<file path="src/rtl/cm3_matrix_pkg.sv">
// Shared encodings for the bus-matrix input stage.
// HTRANS/HRESP values and the control bundle layout.
package cm3_matrix_pkg;

    localparam int CTRL_W         = 12;
    localparam int CTRL_WRITE     = 0;
    localparam int CTRL_SIZE_LSB  = 1;
    localparam int CTRL_BURST_LSB = 4;
    localparam int CTRL_PROT_LSB  = 7;
    localparam int CTRL_LOCK      = 11;

    typedef enum logic [1:0] {
        TRANS_IDLE   = 2'b00,
        TRANS_BUSY   = 2'b01,
        TRANS_NONSEQ = 2'b10,
        TRANS_SEQ    = 2'b11
    } htrans_e;

    typedef enum logic [1:0] {
        RESP_OKAY  = 2'b00,
        RESP_ERROR = 2'b01
    } hresp_e;

    // NONSEQ and SEQ both carry a real transfer.
    function automatic logic is_active(input logic [1:0] trans);
        return trans[1];
    endfunction

endpackage

</file>
<file path="src/rtl/cm3_matrix_hold_reg.sv">
// Holding register for one stalled address phase plus its pend flag.
// A capture always wins over a release; the top never asks for both.
module cm3_matrix_hold_reg
    import cm3_matrix_pkg::*;
#(
    parameter int ADDR_W = 22
) (
    input  logic              HCLK,
    input  logic              HRESETn,
    input  logic              capture,
    input  logic              release_hold,
    input  logic              sel_in,
    input  logic [ADDR_W-1:0] addr_in,
    input  logic [1:0]        trans_in,
    input  logic [CTRL_W-1:0] ctrl_in,
    output logic              pend,
    output logic              hold_sel,
    output logic [ADDR_W-1:0] hold_addr,
    output logic [1:0]        hold_trans,
    output logic [CTRL_W-1:0] hold_ctrl
);

    always_ff @(posedge HCLK or negedge HRESETn) begin
        if (!HRESETn) begin
            pend       <= 1'b0;
            hold_sel   <= 1'b0;
            hold_addr  <= '0;
            hold_trans <= TRANS_IDLE;
            hold_ctrl  <= '0;
        end else if (capture) begin
            pend       <= 1'b1;
            hold_sel   <= sel_in;
            hold_addr  <= addr_in;
            hold_trans <= trans_in;
            hold_ctrl  <= ctrl_in;
        end else if (release_hold) begin
            pend       <= 1'b0;
        end
    end

endmodule

</file>
<file path="src/rtl/cm3_matrix_input_stage.sv">
// AHB-Lite bus-matrix input stage: pass-through or hold-and-stall.
// Define CM3_MATRIX_STALL_CNT_EN to build the saturating stall counter.
module cm3_matrix_input_stage
    import cm3_matrix_pkg::*;
#(
    parameter int DECODE_LSB      = 10,
    parameter int STALL_CNT_WIDTH = 16
) (
    input  logic                       HCLK,
    input  logic                       HRESETn,
    input  logic                       HSELS,
    input  logic [31:0]                HADDRS,
    input  logic [1:0]                 HTRANSS,
    input  logic [CTRL_W-1:0]          ctrl_s,
    input  logic                       HREADYS,
    input  logic                       active_dec,
    input  logic                       readyout_dec,
    input  logic [1:0]                 resp_dec,
    output logic                       sel_op,
    output logic [31-DECODE_LSB:0]     addr_op,
    output logic [1:0]                 trans_op,
    output logic [CTRL_W-1:0]          ctrl_op,
    output logic                       ready_op,
    output logic                       held_tran_op,
    output logic                       HREADYOUTS,
    output logic [1:0]                 HRESPS,
    output logic [STALL_CNT_WIDTH-1:0] stall_cnt
);

    localparam int ADDR_W = 32 - DECODE_LSB;

    logic              pend;
    logic              hold_sel;
    logic [ADDR_W-1:0] hold_addr;
    logic [1:0]        hold_trans;
    logic [CTRL_W-1:0] hold_ctrl;
    logic              tran_valid;
    logic              capture;
    logic              release_hold;
    logic              data_phase;

    logic [DECODE_LSB-1:0] unused_addr_lsb;
    assign unused_addr_lsb = HADDRS[DECODE_LSB-1:0];

    assign tran_valid   = HSELS & is_active(HTRANSS) & HREADYS;
    // The master is stalled while pend, so a second capture cannot occur.
    assign capture      = tran_valid & ~active_dec & ~pend;
    assign release_hold = pend & active_dec;

    cm3_matrix_hold_reg #(
        .ADDR_W (ADDR_W)
    ) u_hold (
        .HCLK         (HCLK),
        .HRESETn      (HRESETn),
        .capture      (capture),
        .release_hold (release_hold),
        .sel_in       (HSELS),
        .addr_in      (HADDRS[31:DECODE_LSB]),
        .trans_in     (HTRANSS),
        .ctrl_in      (ctrl_s),
        .pend         (pend),
        .hold_sel     (hold_sel),
        .hold_addr    (hold_addr),
        .hold_trans   (hold_trans),
        .hold_ctrl    (hold_ctrl)
    );

    always_comb begin
        sel_op   = HSELS;
        addr_op  = HADDRS[31:DECODE_LSB];
        trans_op = HTRANSS;
        ctrl_op  = ctrl_s;
        ready_op = HREADYS;
        if (pend) begin
            sel_op   = hold_sel;
            addr_op  = hold_addr;
            trans_op = hold_trans;
            ctrl_op  = hold_ctrl;
            ready_op = active_dec;
        end
    end

    assign held_tran_op = pend;

    always_ff @(posedge HCLK or negedge HRESETn) begin
        if (!HRESETn) begin
            data_phase <= 1'b0;
        end else if (ready_op) begin
            data_phase <= sel_op & is_active(trans_op);
        end
    end

    always_comb begin
        HREADYOUTS = 1'b1;
        HRESPS     = RESP_OKAY;
        if (pend) begin
            HREADYOUTS = 1'b0;
        end else if (data_phase) begin
            HREADYOUTS = readyout_dec;
            HRESPS     = resp_dec;
        end
    end

`ifdef CM3_MATRIX_STALL_CNT_EN
    logic [STALL_CNT_WIDTH-1:0] stall_q;
    localparam logic [STALL_CNT_WIDTH-1:0] STALL_ONE = {{(STALL_CNT_WIDTH-1){1'b0}}, 1'b1};

    always_ff @(posedge HCLK or negedge HRESETn) begin
        if (!HRESETn) begin
            stall_q <= '0;
        end else if (pend && (stall_q != '1)) begin
            stall_q <= stall_q + STALL_ONE;
        end
    end

    assign stall_cnt = stall_q;
`else
    assign stall_cnt = '0;
`endif

endmodule
</file>
<file path="config.mk">
export PLATFORM = sky130hd
export DESIGN_NAME = cm3_matrix_input_stage
export DESIGN_NICKNAME = d
export VERILOG_FILES = /design/src/rtl/cm3_matrix_pkg.sv /design/src/rtl/cm3_matrix_hold_reg.sv /design/src/rtl/cm3_matrix_input_stage.sv
export SDC_FILE = /design/constraint.sdc
export NUM_CORES = 1
export LEC_CHECK = 0
export CAP_MARGIN = 20
export CORE_ASPECT_RATIO = 0.7
export CORE_MARGIN = 2
export CORE_UTILIZATION = 25
export CTS_BUF_LIST = sky130_fd_sc_hd__clkbuf_8
export CTS_CLUSTER_SIZE = 12
export DETAILED_ROUTE_END_ITERATION = 12
export GPL_TIMING_DRIVEN = 0
export PLACE_DENSITY = 0.54
export RECOVER_POWER = 25
export SYNTH_ARGS = -nofsm -noshare
export SYNTH_HDL_FRONTEND = slang
export SYNTH_HIERARCHICAL = 1
export SYNTH_SLANG_ARGS = --single-unit
</file>
<file path="constraint.sdc">
create_clock -name HCLK -period 2.27 [get_ports HCLK]
set_input_delay 0.454 -clock HCLK [delete_from_list [all_inputs] [get_ports HCLK]]
set_output_delay 0.454 -clock HCLK [all_outputs]
set_load 0.01 [all_outputs]
</file>
==> Word-level counts from Yosys, hierarchy flattened <==
Cells that the tools add are included.
{ "classes": {"reduce_logical": 1, "muxes": 11, "bitwise_logic": 8} }
{ "ops": {"columns": ["operator", "count"], "rows": [
  ["2-to-1 mux 22 bit", 1],
  ["2-to-1 mux 12 bit", 1],
  ["AND 1 bit", 6],
  ["2-to-1 mux 1 bit", 6],
  ["2-to-1 mux 2 bit", 3],
  ["inverter 1 bit", 2],
  ["nonzero test 2 bit", 1]
]} }
{ "word_totals": {"reg_bits": 39, "input_bits": 54} }

==> Depth between registers and ports, before layout <==
{ "logic_depth": {"word_depth": 5, "depth_mapped": 6} }

==> Cells and area by module <==
Netlist, hierarchy kept.
{ "modules_own_cells": {"columns": ["mod", "seq_area_each_um2", "n_inst", "area_per_inst_um2", "cells_each"], "rows": [
  ["cm3_matrix_hold_reg", 950.9, 1, 1488.9, 81],
  ["cm3_matrix_input_stage", 25.0, 1, 680.7, 73]
]} }

==> Worst setup path after synthesis <==
No wires, ideal clock.
{ "synth_timing": {"path_type": "register to register", "start": "reg u_hold.pend", "end": "reg u_hold.hold_addr[0]", "t_required_ns": 2.145, "setup_time_ns": 0.125, "path_stages_with_launch": 7, "period_less_slack_ns": 1.711, "slack_ns": 0.559, "arrival_time_ns": 1.586, "path_cell_list": "dfrtp_1 > buf_6 > nand2b_1 > nor3_1 > buf_6 > buf_6 > mux2_4"} }
{ "synth_between": {"elab_chain_cells": 2} }
{ "synth_rtl": {"columns": ["item", "line_no", "source"], "rows": [
  ["start: declaration", "cm3_matrix_hold_reg.sv:16", "output logic pend,"],
  ["start signal: assignment", "cm3_matrix_hold_reg.sv:25", "pend <= 1'b0;"],
  ["start signal: assignment", "cm3_matrix_hold_reg.sv:31", "pend <= 1'b1;"],
  ["start signal: assignment", "cm3_matrix_hold_reg.sv:37", "pend <= 1'b0;"],
  ["inverter 1 bit", "cm3_matrix_input_stage.sv:47", "assign capture = tran_valid & ~active_dec & ~pend;"],
  ["AND 1 bit", "cm3_matrix_input_stage.sv:47", null],
  ["via capture", "cm3_matrix_input_stage.sv:38", "logic capture;"],
  ["end signal: assignment", "cm3_matrix_hold_reg.sv:33", "hold_addr <= addr_in;"],
  ["end: declaration", "cm3_matrix_hold_reg.sv:18", "output logic [ADDR_W-1:0] hold_addr,"]
]} }
The timed path passes the listed nets, and every way through them passes these cells.
A chain may end at the register's enable or synchronous reset.

==> Final worst setup path <==
{ "layout_timing": {"start": "reg u_hold.pend", "end": "out ready_op"} }
{ "layout_between": {"elab_chain_cells": 1} }
{ "layout_rtl": {"columns": ["item", "line_no", "source"], "rows": [
  ["2-to-1 mux 1 bit", "cm3_matrix_input_stage.sv:74", "if (pend) begin"],
  ["end: declaration", "cm3_matrix_input_stage.sv:23", "output logic ready_op,"]
]} }
No other way between the ends.

==> metrics.cfg <==
[run_status]
status=finished clean

[sta]
clock_skew_ps=6.48
report.final.setup_viol=0
fin_crit_sh_pct=97.0
hold_viol=0
max_freq_ghz=0.454
rsz0062_at_grt=no
holdWs_ps=219
finalSetupTns_ps=0
worst_pin_slew_ps=799
relSlewSlack_pct=46.7
maxSlewViolCount=0
min_period_ps=2200

[cts]
clk_latency_ps=290
cts_root_buf=clkbuf_8
htreeDepth=2
tritoncts=done
cts_made_buffers=5
cts_sinks=39
cts_hold_buf=0
cts_buffer_depth=2
clk_pin_slew_ps=80

[drt]
firstDrtPassIters=3
drtIter0Drc=21
via_per_inst=3.87
post-route-drc-count=0
drtAntennaViolNets=0
detail_route.wl_per_cell_um=12.8
num_vias=1495
wl_mm=4.94

[grt]
grt_max_degree=27
grt.overflow.total=0
grt_pass1_wl_mm=7.71
track_usage_pct=10.6
antenna_found_initial=0
grt_pass1_vias=1549

[floorplan]
rows=28
chipHeight_um=81.9
start_util_pct=25.7
boundaryPins=112
fp.dieW_um=115
design.core.area_um2=8440
die_area_um2=9450

[setup_path]
cp.arrival_ps=1750
endpoint_kind=output port
startpoint=u_hold/pend
r2r_end=u_hold/hold_addr[3]
crit_end=ready_op
reg2regPathDepth=7
reg2reg_slack_ps=300
crit_type=reg -> out
required_ps=1820
rr_startpoint=u_hold/pend
crit_fanout=6
cp-start-kind=flip-flop

[final_layout]
fin_cells=386
fin_nets=319
drive_above_1_share_pct=41.0
areaGrowthSynthToFinish_pct=56.8
seqCellArea_um2=976
layout_common_cells=mux2_2, clkdlybuf4s50_1, dfrtp_1
final_common_cell=mux2_2
final_area_um2=3400
multi_input_area_um2=1040
diodes=0
num-fill-cells=852

[synthesis]
synthesis.area_per_instance_um2=14.1
synth_seq_area_share_pct=45.0
syn_area_um2=2170
yosysUniqueCellTypes=17
yosys_warnings=6
syn-instance-count=154
ys_seq_elements=39

[worst_hold_path]
min_path_type=in -> async

[power]
finalPower_mw=3.50
ir_worst_vdd_mv=0.330
p_leak_nw=1.72
powerDensity_nw_per_um2=1030

[placement]
dp.cells=375
place_area_um2=3240
post-dp-hpwl_mm=3.57
place_congestion=0.652
port_buffers=85

[flow_run]
cap_violations=0

-- cells by family (layout without fill, tap and decap cells) --
logic type             after synthesis  after routing  synth area share [%]
muxes                               74             74                  42.0
DFF                                 39             39                  45.0
buffers and inverters               28            125                  9.63
and+or+nand+nor                      9              9                  2.19
AOI/OAI and AO/OA                    3              3                 0.980
other                                1             16                 0.173
-- cells in the mapped netlist --
library cell  instances  area [um2]
inv_1                 3        11.3
buf_6                 4        45.0
nand2b_1              1        6.26
conb_1                1        3.75
dfrtp_1              39         976
nor3b_1               2        15.0
and2_1                1        6.26
buf_4                19         143
a21o_1                1        7.51
mux2_2               53         597
a31o_1                1        8.76
nor2_1                1        3.75
nor3_1                1        5.00
a21oi_1               1        5.00
mux2_4               21         315
buf_2                 2        10.0
nand2_1               3        11.3
-- critical path, stage by stage (launching register included) --
cell and delay, ps:
dfrtp_1 400, buf_6 150, buf_4 140, mux2_4 300
clkdlybuf4s50_1 480
-- per-layer routing --
layer	up-vias	wire length [um]	GRT usage, %
li1	727	-	-
met1	707	2390	15.1
met2	56	2140	15.4
met3	5	390	3.76
met4	0	29	2.17
met5	-	0	0
-- metrics by stage --
| step | setup slack [ps] | utilization, % |
|---|---|---|
| after CTS | -4.02 | 39.6 |
| after global routing | 2.83 | 40.3 |
| final | 68.7 | 40.3 |
| after global placement | -368 | 38.2 |
| after detailed placement | 79.7 | 38.4 |
| after floorplan | 559 | - |
-- report_power, final --
part	switching, mW	leakage, nW	internal, mW
Sequential	0.143	0.471	0.997
Combinational	0.684	1.20	1.22
Clock	0.246	0.0505	0.207
Total	1.07	1.72	2.42
-- registers in the layout (all words and copies together) (netlist names) --
signal and flops:
u_hold/hold_trans 2, u_hold/pend 1, u_hold/hold_addr 22, u_hold/hold_sel 1, data_phase 1, u_hold/hold_ctrl 12
-- area by class of cell --
type | count | share of cell area [%]
repair buffers | 89 | 26.9
well taps | 120 | 4.41
multi-input cells | 102 | 30.6
clock buffers | 5 | 2.02
flip-flops and latches | 39 | 28.7
plain buffers | 25 | 6.66
inverters | 3 | 0.331
clock inverters | 3 | 0.368
-- how the worst min path moves through the flow --
stage / from / endpoint / slack, ps / cells after the start
6_report: HRESETn / u_hold/hold_addr[6] / 220 / 1
5_1_grt: HRESETn / u_hold/hold_addr[6] / 280 / 1
4_1_cts: HRESETn / u_hold/hold_addr[11] / 70 / 1
3_5_place_dp: HRESETn / u_hold/hold_addr[16] / 390 / 1
3_3_place_gp: u_hold/hold_ctrl[11] / u_hold/hold_ctrl[11] / 480 / 1
2_1_floorplan: HRESETn / data_phase / 160 / 0
-- timing repair --
action                     CTS  global route
setup endpoints to repair   37            24
pin swaps                    0             0
resized for setup           21            24
gates cloned                 0             0
setup buffers                1             2
(Power assumes the default switching activity.)
